--- src/rtl/encoder.sv ---
// Registered 8b/10b line encoder: one byte plus K flag per clock into a 10-bit
// code group (abcdei fghj), with running disparity carried between symbols.
module encoder (
    input  logic       INTERCLK,
    input  logic       Reset,
    input  logic [7:0] iData,
    input  logic       TXDATAK,
    input  logic       TXCOMP,
    output logic [9:0] oData
);

    localparam int unsigned X_W    = 5;
    localparam int unsigned Y_W    = 3;
    localparam int unsigned SB6_W  = 6;
    localparam int unsigned SB4_W  = 4;
    localparam int unsigned CODE_W = SB6_W + SB4_W;

    // 5b/6b data table, returns {rd_neg_form, rd_pos_form}
    function automatic logic [2*SB6_W-1:0] lut_5b6b(input logic [X_W-1:0] x);
        case (x)
            5'd0:    return {6'b100111, 6'b011000};
            5'd1:    return {6'b011101, 6'b100010};
            5'd2:    return {6'b101101, 6'b010010};
            5'd3:    return {6'b110001, 6'b110001};
            5'd4:    return {6'b110101, 6'b001010};
            5'd5:    return {6'b101001, 6'b101001};
            5'd6:    return {6'b011001, 6'b011001};
            5'd7:    return {6'b111000, 6'b000111};
            5'd8:    return {6'b111001, 6'b000110};
            5'd9:    return {6'b100101, 6'b100101};
            5'd10:   return {6'b010101, 6'b010101};
            5'd11:   return {6'b110100, 6'b110100};
            5'd12:   return {6'b001101, 6'b001101};
            5'd13:   return {6'b101100, 6'b101100};
            5'd14:   return {6'b011100, 6'b011100};
            5'd15:   return {6'b010111, 6'b101000};
            5'd16:   return {6'b011011, 6'b100100};
            5'd17:   return {6'b100011, 6'b100011};
            5'd18:   return {6'b010011, 6'b010011};
            5'd19:   return {6'b110010, 6'b110010};
            5'd20:   return {6'b001011, 6'b001011};
            5'd21:   return {6'b101010, 6'b101010};
            5'd22:   return {6'b011010, 6'b011010};
            5'd23:   return {6'b111010, 6'b000101};
            5'd24:   return {6'b110011, 6'b001100};
            5'd25:   return {6'b100110, 6'b100110};
            5'd26:   return {6'b010110, 6'b010110};
            5'd27:   return {6'b110110, 6'b001001};
            5'd28:   return {6'b001110, 6'b001110};
            5'd29:   return {6'b101110, 6'b010001};
            5'd30:   return {6'b011110, 6'b100001};
            default: return {6'b101011, 6'b010100};
        endcase
    endfunction

    // 3b/4b data table (primary form for y=7), returns {rd_neg_form, rd_pos_form}
    function automatic logic [2*SB4_W-1:0] lut_3b4b(input logic [Y_W-1:0] y);
        case (y)
            3'd0:    return {4'b1011, 4'b0100};
            3'd1:    return {4'b1001, 4'b1001};
            3'd2:    return {4'b0101, 4'b0101};
            3'd3:    return {4'b1100, 4'b0011};
            3'd4:    return {4'b1101, 4'b0010};
            3'd5:    return {4'b1010, 4'b1010};
            3'd6:    return {4'b0110, 4'b0110};
            default: return {4'b1110, 4'b0001};
        endcase
    endfunction

    // Disparity after a 6b sub-block: more ones -> positive, fewer -> negative
    function automatic logic next_rd6(input logic [SB6_W-1:0] sb, input logic rd);
        logic [2:0] ones;
        ones = '0;
        for (int i = 0; i < int'(SB6_W); i++) ones = ones + 3'(sb[i]);
        if (ones > 3'd3) return 1'b1;
        if (ones < 3'd3) return 1'b0;
        return rd;
    endfunction

    function automatic logic next_rd4(input logic [SB4_W-1:0] sb, input logic rd);
        logic [2:0] ones;
        ones = '0;
        for (int i = 0; i < int'(SB4_W); i++) ones = ones + 3'(sb[i]);
        if (ones > 3'd2) return 1'b1;
        if (ones < 3'd2) return 1'b0;
        return rd;
    endfunction

    logic [CODE_W-1:0]  code_q, code_d;
    logic               rd_q, rd_d;

    logic [X_W-1:0]     x;
    logic [Y_W-1:0]     y;
    logic               rd_in;
    logic               rd_mid;
    logic               k_is28;
    logic               k_is_x7;
    logic               k_valid;
    logic               a7_sel;
    logic [2*SB6_W-1:0] sb6_pair;
    logic [2*SB4_W-1:0] sb4_pair;
    logic [SB6_W-1:0]   sb6;
    logic [SB4_W-1:0]   sb4_data;
    logic [SB4_W-1:0]   sb4;

    // Encode current input against stored RD (or forced RD- in compliance mode)
    always_comb begin
        x        = iData[4:0];
        y        = iData[7:5];
        rd_in    = rd_q & ~TXCOMP;
        k_is28   = TXDATAK && (x == 5'd28);
        k_is_x7  = TXDATAK && (y == 3'd7) &&
                   ((x == 5'd23) || (x == 5'd27) || (x == 5'd29) || (x == 5'd30));
        k_valid  = k_is28 || k_is_x7;
        sb6_pair = lut_5b6b(x);
        sb4_pair = lut_3b4b(y);

        if (k_is28) sb6 = rd_in ? 6'b110000 : 6'b001111;
        else        sb6 = rd_in ? sb6_pair[SB6_W-1:0] : sb6_pair[2*SB6_W-1:SB6_W];
        rd_mid = next_rd6(sb6, rd_in);

        // Alternate y=7 form avoids a run of five across the sub-block boundary
        a7_sel   = (!rd_mid && ((x == 5'd17) || (x == 5'd18) || (x == 5'd20))) ||
                   ( rd_mid && ((x == 5'd11) || (x == 5'd13) || (x == 5'd14)));
        sb4_data = rd_mid ? sb4_pair[SB4_W-1:0] : sb4_pair[2*SB4_W-1:SB4_W];

        if ((y == 3'd7) && (k_valid || a7_sel)) begin
            sb4 = rd_mid ? 4'b1000 : 4'b0111;
        end else if (k_is28 && ((y == 3'd1) || (y == 3'd2) || (y == 3'd5) || (y == 3'd6))) begin
            sb4 = rd_mid ? sb4_data : ~sb4_data;
        end else begin
            sb4 = sb4_data;
        end

        rd_d   = next_rd4(sb4, rd_mid);
        code_d = {sb6, sb4};
    end

    always_ff @(posedge INTERCLK) begin
        if (!Reset) begin
            code_q <= '0;
            rd_q   <= 1'b0;
        end else begin
            code_q <= code_d;
            rd_q   <= rd_d;
        end
    end

    assign oData = code_q;

endmodule

--- config.mk ---
export PLATFORM = sky130hd
export DESIGN_NAME = encoder
export DESIGN_NICKNAME = d
export VERILOG_FILES = /design/src/rtl/encoder.sv
export SDC_FILE = /design/constraint.sdc
export NUM_CORES = 1
export LEC_CHECK = 0
export CAP_MARGIN = 15
export CORE_ASPECT_RATIO = 1.4
export CORE_MARGIN = 2
export CORE_UTILIZATION = 45
export DETAILED_ROUTE_END_ITERATION = 12
export GPL_TIMING_DRIVEN = 0
export PLACE_DENSITY = 0.71
export SYNTH_ARGS = -nofsm -noshare
export SYNTH_HDL_FRONTEND = slang
export SYNTH_SLANG_ARGS = --single-unit
--- constraint.sdc ---
create_clock -name INTERCLK -period 7.29 [get_ports INTERCLK]
set_input_delay 1.458 -clock INTERCLK [delete_from_list [all_inputs] [get_ports INTERCLK]]
set_output_delay 1.458 -clock INTERCLK [all_outputs]
set_load 0.01 [all_outputs]
* After elaboration in Yosys (flattened, before gate mapping)
Memory sizes are Yosys's and may differ from the RTL's. Index checks and enable logic that the tools add are counted.
Storage, ports and cells: register bits after elaboration 11, bits in latches 0, bits in writable memories 0, memory bits (read-only) 384, input port bits 12, output and inout bits 10, logic and storage cells 81, memories 1
Memory list:
- (name not given) | depth 32, width 12, rd ports 1, clocked after Yosys merged registers in 0, wr ports 0, RTL line 20 | case (x)
Cells by class: $add $sub $neg 8, $mul 0, divide/modulo/power cells 0, order comparisons 4, eq/ne operators 18, shift-type cells 0, muxes and demuxes 23, bitwise logic cells 3, reductions and logical operators 22
Operator list (count):
- 8-bit case mux with 7 select lines | 1
- 5-bit == test (second input constant) | 8
- 4-bit two-way mux | 5
- 6-bit two-way mux | 3
- 5-bit by 4-bit == test with 1-bit output (second input constant) | 3
- 1-bit two-way mux | 14
- 1-bit logical OR | 13
- 3-bit by 1-bit adder with 3-bit output | 4
- 3-bit == test (second input constant) | 4
- 1-bit logical AND | 7
- 2-bit by 1-bit adder with 3-bit output | 2
- 3-bit by 2-bit == test with 1-bit output (second input constant) | 2
- 3-bit by 2-bit greater-than comparator with 1-bit output (second input constant) | 2
- 3-bit by 2-bit less-than comparator with 1-bit output (second input constant) | 2
- 1-bit by 1-bit adder with 2-bit output | 2
- 4-bit NOT | 1
- 3-bit by 1-bit == test with 1-bit output (second input constant) | 1
- 3-bit logical NOT | 1
- 1-bit AND | 1
- 1-bit logical NOT | 1
- 1-bit NOT | 1

* Depth between registers and ports, before layout
Gate-level depths: netlist of the first run.
depth after elaboration 28, depth in mapped cells 23, gate-level depth less buffers 23

* Worst setup path before layout of the first run
Ideal clock, no wire load.
path type in2reg, start point input iData[1], end point register rd_q, setup time 0.091 ns, arrival time 6.616 ns, data required time 7.199 ns, setup slack 0.583 ns, stages on the path 21, buffers on the path 0, cells stage by stage inv_1 -> ha_1 -> and2b_4 -> o311a_1 -> a311o_1 -> a21o_1 -> fa_1 -> fa_1 -> inv_1 -> ha_1 -> fa_1 -> nand4b_1 -> and2_1 -> a22oi_4 -> o221ai_1 -> a22o_1 -> fa_1 -> inv_1 -> ha_1 -> ha_1 -> a311oi_1
Between the ends: cells in the longest elaborated chain, start to end 27, elaborated cells between the ends (all ways) 61, those cells by class add/sub: 8; order compare: 4; eq/ne: 11; mux: 19; bitwise: 1; reduce/logical: 17; memory: 1
Ends and longest elaborated chain:
- start, declared | RTL line 6 | input logic [7:0] iData,
- parallel branches: the longest is 26 deep, another holds memory 32 x 12 bit
- 1-bit two-way mux * | RTL line 85 | if (ones < 3'd2) return 1'b0;
- end signal, assigned | RTL line 145 | rd_q <= rd_d;
- end, declared | RTL line 90 | logic rd_q, rd_d;
Every way passes the cells marked *. The select of a mux whose other input is x is not followed. A chain may end at the register's enable or synchronous reset.

* Worst setup path after layout of the first run
Ends and elaborated chain as after synthesis.

==> qor.csv, run 1 <==
stage,metric,value,unit
run_status,status,"complete, no violations",
global_route,busiest_layer,met2,
drt,ant_nets,0,
global_route,met2_usage,38.9,%
global_route,overflow,0,
die,fp.dieArea,4180,um^2
synth,ys_warn_count,0,
worst_hold_path,whs_endpoint,rd_q$_SDFF_PN0_,
global_route,use_met1,24.5,%
worst_setup_path,crit_path_max_fanout,7,
die,ios,22,
drt,drt_iter0_drc,82,
clock_network,clock_sinks,11,
synth,synth_common_cells,"18 x ha_1, 18 x nor2_1, 14 x inv_1, 13 x a21oi_1, 12 x nand2_1",
worst_setup_path,crit_path_frequent_cell,fa_1,
worst_setup_path,critical_path_arrival,7.18,ns
clock_network,clockRootBuffer,clkbuf_8,
layout,fin_nets,277,
synth,ys_top_cells_by_area,"ha_1 14%, dfxtp_1 13%, fa_1 4.8%",
drt,wl_per_cell,15.1,um
synth,syn-cell-area,1650,um^2
layout,syn_to_final_growth,24.0,%
synth,synth_top_area_share,13.6,%
timing,relSlewSlack,68.7,%
layout,fillerInstances,358,
global_route,grt_use_total,20.5,%
timing,fmax,142,MHz
die,start_util,46.2,%
die,die_w,55.2,um
placement,dp.cells,273,
clock_network,cts_hold_buf,0,
drt,first_pass_iters,4,
placement,port_buffers,20,
drt,routed_wl,4280,um
synth,yosys.area_share.simple,23.0,%
layout,drive_gt1_share,17.8,%
job,max-cap-violations,0,
die,rows,26,
synth,ys_types,64,
global_route,grt_pass1_wl,7040,um
timing,post-route-period-util,96.6,%
global_route,use_met3,2.55,%
synth,yosys_most_used_dff,dfxtp_1,
timing,setup_violations,0,
worst_hold_path,min_path_cells,3,
power,leakage,0.867,nW
worst_hold_path,hold_path_startpoint,rd_q$_SDFF_PN0_,
worst_setup_path,worstPathCellList,dlygate4sd2_1 > inv_2 > ha_4 > and2b_4 > o311a_1 > a311o_1 > a21o_1 > fa_1 > fa_1 > inv_1 > ha_1 > fa_1 > nand4b_1 > and2_4 > a22oi_4 > o221ai_1 > a22o_1 > fa_1 > inv_1 > ha_1 > ha_1 > a311oi_1,
synth,synth_top_family_by_area,compound AO/OA/AOI/OAI gates,
power,totalPowerFinal,0.498,mW
synth,syn_area_per_cell,7.83,um^2
synth,synth-compound-area-share,32.4,%
layout,n_antenna_cell,0,
drt,via_per_inst,6.04,
layout,layout.cells.non_filler,284,
synth,muxShareOfSynthArea,2.42,%
worst_setup_path,max_stage_delay,0.49,ns
worst_setup_path,critPathKind,in -> reg,
power,p_per_area,243,nW/um^2
synth,syn_nets,245,
timing,drv_slew,0,
placement,dpl.hpwl,3210,um
worst_hold_path,min_path_type,reg -> reg,
global_route,grt_max_degree,11,
worst_setup_path,reg2reg_slack,1.78,ns
synth,synthXorXnorAreaFrac,1.59,%
timing,min_period,7.04,ns
worst_setup_path,cp-start-kind,input port,
global_route,grt_pass1_vias,1550,
clock_network,worstSkewPairLatency,0.23,ns
clock_network,h-tree-depth,1,
die,core,3580,um^2
clock_network,cts_tree,yes,
synth,synthAdderAreaFrac,18.5,%
clock_network,clock_path_buffers,2,
worst_setup_path,worstReg2RegStart,rd_q$_SDFF_PN0_,
global_route,antenna_found_initial,0,
synth,synthCells,211,
synth,ys_ff_latch,11,
worst_setup_path,crit_slowest_cell,fa_1,
placement,gp_congestion,0.899,
synth,synth_area_leader_cell,ha_1,
worst_setup_path,cp-end-kind,register,
timing,worst_slew_pin_slew,0.470,ns
worst_setup_path,rr_endpoint,rd_q$_SDFF_PN0_,
drt,drc,0,
synth,async_flop_share,0,%
timing,finalHoldViolations,0,
drt,vias,1714,
clock_network,path_clk_slew,0.05,ns
synth,seq_area_frac_synth,13.3,%
clock_network,numCtsBuffers,3,
power,vdd.ir_drop.worst,0.000197,V
worst_setup_path,required,7.43,ns
worst_setup_path,reg2reg_depth,19,
synth,synth_edf_count,0,
timing,fin_skew,0.000492,ns
die,die_h,75.7,um
per-stage QoR:
stage	hold WS, ns	worst slack (ns)	instance area, um^2	setup TNS, ns	utilization [%]
2_1_floorplan	0.753	0.583	1650	0	-
3_3_place_gp	0.845	-0.560	1910	-0.560	53.3
3_5_place_dp	0.864	-0.637	1910	-0.637	53.3
4_1_cts	0.840	0.0610	1950	0	54.6
5_1_grt	0.878	-0.0238	2050	-0.0238	57.3
6_report	0.838	0.247	2050	0	57.3
worst max-delay path, delay by kind of cell:
kind	cells	cell delay (ns)
AOI/OAI and AO/OA	7	1.82
adders and majority gates	8	2.73
buffers and inverters	4	0.53
and+or+nand+nor	3	0.64
power breakdown:
group | leakage (nW) | switching (mW) | internal, mW
combinational | 0.753 | 0.193 | 0.162
clock | 0.0228 | 0.0217 | 0.0383
sequential | 0.0919 | 0.00420 | 0.0785
total | 0.867 | 0.218 | 0.279
worst max-delay path by stage:
stage	from	end
floorplan	iData[1]	rd_q$_SDFF_PN0_
global placement	iData[0]	rd_q$_SDFF_PN0_
detailed placement	iData[0]	rd_q$_SDFF_PN0_
CTS	iData[0]	rd_q$_SDFF_PN0_
global route	iData[1]	rd_q$_SDFF_PN0_
finish	iData[1]	rd_q$_SDFF_PN0_
timing repair:
action                     CTS  global route
buffers inserted             0             7
gates cloned                 0             0
setup endpoints to repair    1             1
pin swaps                    0             4
gates resized for setup      7            17
area by class of cell:
type / count / area (um^2) / area share (%)
flip-flops and latches: 11 / 220 / 10.7
inverters: 17 / 63.8 / 3.11
repair buffers: 27 / 249 / 12.1
clock buffers: 4 / 45.0 / 2.20
plain buffers: 14 / 86.3 / 4.21
multi-input cells: 169 / 1330 / 65.0
well taps: 42 / 52.6 / 2.56
layer usage:
| metal | up-vias | wire length, um |
|---|---|---|
| li1 | 842 | - |
| met1 | 790 | 1690 |
| met2 | 76 | 2260 |
| met3 | 6 | 259 |
| met4 | 0 | 75 |
| met5 | - | 0 |
cell usage in the layout (no fill, tap or decap), types with 2 or more instances in the layout:
master           instances
nor3_1                   5
nand2b_1                 7
buf_4                    9
xnor2_1                  2
mux2i_1                  3
o211a_1                  2
nor2b_1                  4
ha_1                    17
dfxtp_1                 11
clkbuf_8                 3
nand2_1                 12
inv_2                    4
a221oi_1                 4
o221ai_1                 2
inv_1                   12
o21ai_1                  2
and2_1                   3
a22o_1                   2
fa_1                     4
o21ai_0                  3
nand4_1                  2
clkdlybuf4s50_1         17
a211oi_2                 3
a211oi_1                 5
buf_2                    4
clkbuf_2                 3
o211ai_1                 4
a21oi_1                 13
clkbuf_1                 4
o22ai_1                  2
buf_6                    2
nand3_1                  6
o31ai_1                  4
nor2_1                  17
a21o_1                   2
a311oi_1                 4
state kept, by name (all words and copies together), names as in the netlist:
name   count
rd_q       1
oData     10
cells by family after synthesis:
kind of cell | Yosys count
xor gates and xnor gates | 3
buffers and inverters | 31
and+or+nand+nor | 71
DFF | 11
AOI/OAI and AO/OA | 69
muxes | 4
adders and majority gates | 22
Note: power is estimated with default switching activity, not from simulation.
==> inputs of run 2 (changes only) <==
--- a/config.mk
+++ b/config.mk
@@ -5,6 +5,7 @@
 export SDC_FILE = /design/constraint.sdc
 export NUM_CORES = 1
 export LEC_CHECK = 0
+export ABC_CLOCK_PERIOD_IN_PS = 7290
 export CAP_MARGIN = 15
 export CORE_ASPECT_RATIO = 1.4
 export CORE_MARGIN = 2
==> results of run 2 <==
Final layout, timing and power as in run 1 (identical DEF).
==> inputs of run 3 (changes only) <==
--- a/config.mk
+++ b/config.mk
@@ -9,10 +9,11 @@
 export CAP_MARGIN = 15
 export CORE_ASPECT_RATIO = 1.4
 export CORE_MARGIN = 2
-export CORE_UTILIZATION = 45
+export CORE_UTILIZATION = 25
 export DETAILED_ROUTE_END_ITERATION = 12
 export GPL_TIMING_DRIVEN = 0
-export PLACE_DENSITY = 0.71
+export PLACE_DENSITY = 0.47
+export RECOVER_POWER = 25
 export SYNTH_ARGS = -nofsm -noshare
 export SYNTH_HDL_FRONTEND = slang
 export SYNTH_SLANG_ARGS = --single-unit
==> qor.csv, run 3 (same netlist as run 1, synthesis figures left out) <==
stage,metric,value,unit
run_status,status,"complete, no violations",
timing,post-route-period-util,96.3,%
drt,top_layer,met4,
worst_setup_path,reg2reg_slack,1.81,ns
die,fp.dieArea,7290,um^2
placement,port_buffers,20,
timing,hold_slack,0.827,ns
power,vdd.ir_drop.worst,0.0000834,V
die,rows,35,
layout,largest_reg_flops,10,
clock_network,clock_path_buffers,2,
timing,rsz0062_at_grt,false,
power,totalPowerFinal,0.524,mW
die,die_w,72.7,um
clock_network,clockRootBuffer,clkbuf_8,
timing,tns,0,ns
global_route,overflow,0,
layout,layout.cells.non_filler,319,
timing,relSlewSlack,66.8,%
power,p_per_area,248,nW/um^2
worst_setup_path,worstPathCellList,dlygate4sd2_1 > inv_2 > ha_4 > and2b_4 > o311a_1 > a311o_1 > a21o_1 > fa_1 > fa_1 > inv_1 > ha_1 > fa_1 > nand4b_1 > and2_4 > a22oi_4 > o221ai_1 > a22o_1 > fa_1 > inv_1 > ha_1 > ha_1 > a311oi_2,
drt,drt_iter0_drc,135,
drt,drc,0,
layout,final_area,2120,um^2
timing,fmax,142,MHz
placement,gp_congestion,0.849,
die,start_util,25.5,%
job,max-cap-violations,0,
worst_setup_path,crit_slowest_cell,fa_1,
worst_hold_path,min_path_type,reg -> reg,
drt,via_per_inst,5.31,
layout,n_antenna_cell,0,
die,core,6480,um^2
timing,setup_violations,0,
clock_network,worstSkewPairLatency,0.23,ns
worst_setup_path,crit_path_frequent_cell,fa_1,
global_route,grt_max_degree,11,
clock_network,clock_sinks,11,
timing,min_period,7.02,ns
layout,final_cell_mix,"17 x nor2_1, 16 x ha_1, 13 x a21oi_1, 13 x clkdlybuf4s50_1",
worst_setup_path,crit_path_max_fanout,7,
clock_network,cts_tree,yes,
worst_setup_path,critical_path_arrival,7.16,ns
worst_setup_path,cp-end-kind,register,
clock_network,path_clk_slew,0.05,ns
clock_network,h-tree-depth,1,
clock_network,numCtsBuffers,3,
worst_setup_path,critPathKind,in -> reg,
global_route,grt_use_total,13.6,%
drt,ant_nets,0,
timing,drv_slew,0,
layout,fin_nets,280,
worst_setup_path,max_stage_delay,0.50,ns
timing,worst_slew_pin_slew,0.498,ns
placement,dpl.hpwl,3640,um
global_route,grt_pass1_wl,8060,um
drt,first_pass_iters,4,
layout,drive_gt1_share,19.2,%
placement,dpl_cell_area,1950,um^2
worst_setup_path,required,7.44,ns
power,leakage,0.887,nW
die,die_h,100,um
drt,met3_length,83,um
drt,vias,1694,
global_route,grt_pass1_vias,1652,
placement,dp.cells,305,
drt,routed_wl,4750,um
worst_setup_path,cp-start-kind,input port,
drt,wl_met2,2600,um
timing,fin_skew,0.00582,ns
timing,finalHoldViolations,0,
drt,wl_met1,2000,um
layout,layout_commonest_cell,nor2_1,
layout,syn_to_final_growth,28.0,%
die,ios,22,
global_route,antenna_found_initial,0,
drt,wl_per_cell,14.9,um
run 3: path summary, 6_finish.rpt:
path | startpoint | endpoint | depth (start not counted)
worst min-delay path | rd_q$_SDFF_PN0_ | rd_q$_SDFF_PN0_ | 3
worst min register to register | rd_q$_SDFF_PN0_ | rd_q$_SDFF_PN0_ | 3
worst max register to register | rd_q$_SDFF_PN0_ | rd_q$_SDFF_PN0_ | 19
worst max-delay path | iData[1] | rd_q$_SDFF_PN0_ | 22
run 3: what timing repair did:
item                                    CTS  global route
hold buffers                              0             0
gates resized for setup                   7            19
endpoints found under the setup margin    1             1
setup buffers                             3             7
pin swaps                                 1             3
run 3: through the flow:
step / util [%] / setup slack, ns
floorplan: - / 0.583
global placement: 30.0 / -0.658
detailed placement: 30.0 / -0.614
CTS: 31.1 / 0.0746
global route: 32.6 / 0.0156
finish: 32.6 / 0.272
run 3: layout make-up:
type | instances | area (um^2)
timing repair buffer | 30 | 269
clock buffer | 4 | 45.0
inverter | 17 | 63.8
multi-input combinational | 169 | 1330
buffer | 14 | 91.3
sequential | 11 | 220
fill | 713 | 4370
tap | 74 | 92.6
run 3: worst max-delay path: cells and delay by family:
kind	cells	cell delay [ns]
fa+ha+maj	8	2.74
compound gates	7	1.80
simple gates	3	0.62
buf+inv	4	0.56
run 3: routing by layer:
layer	track usage, %	vias up
met5	0	-
met4	3.70	0
met3	1.71	6
met2	25.1	34
met1	16.2	803
li1	-	851
run 3: report_power, final:
part	leakage, nW	internal, mW	switching (mW)
sequential	0.0919	0.0784	0.00379
clock	0.0228	0.0383	0.0216
combinational	0.772	0.175	0.207
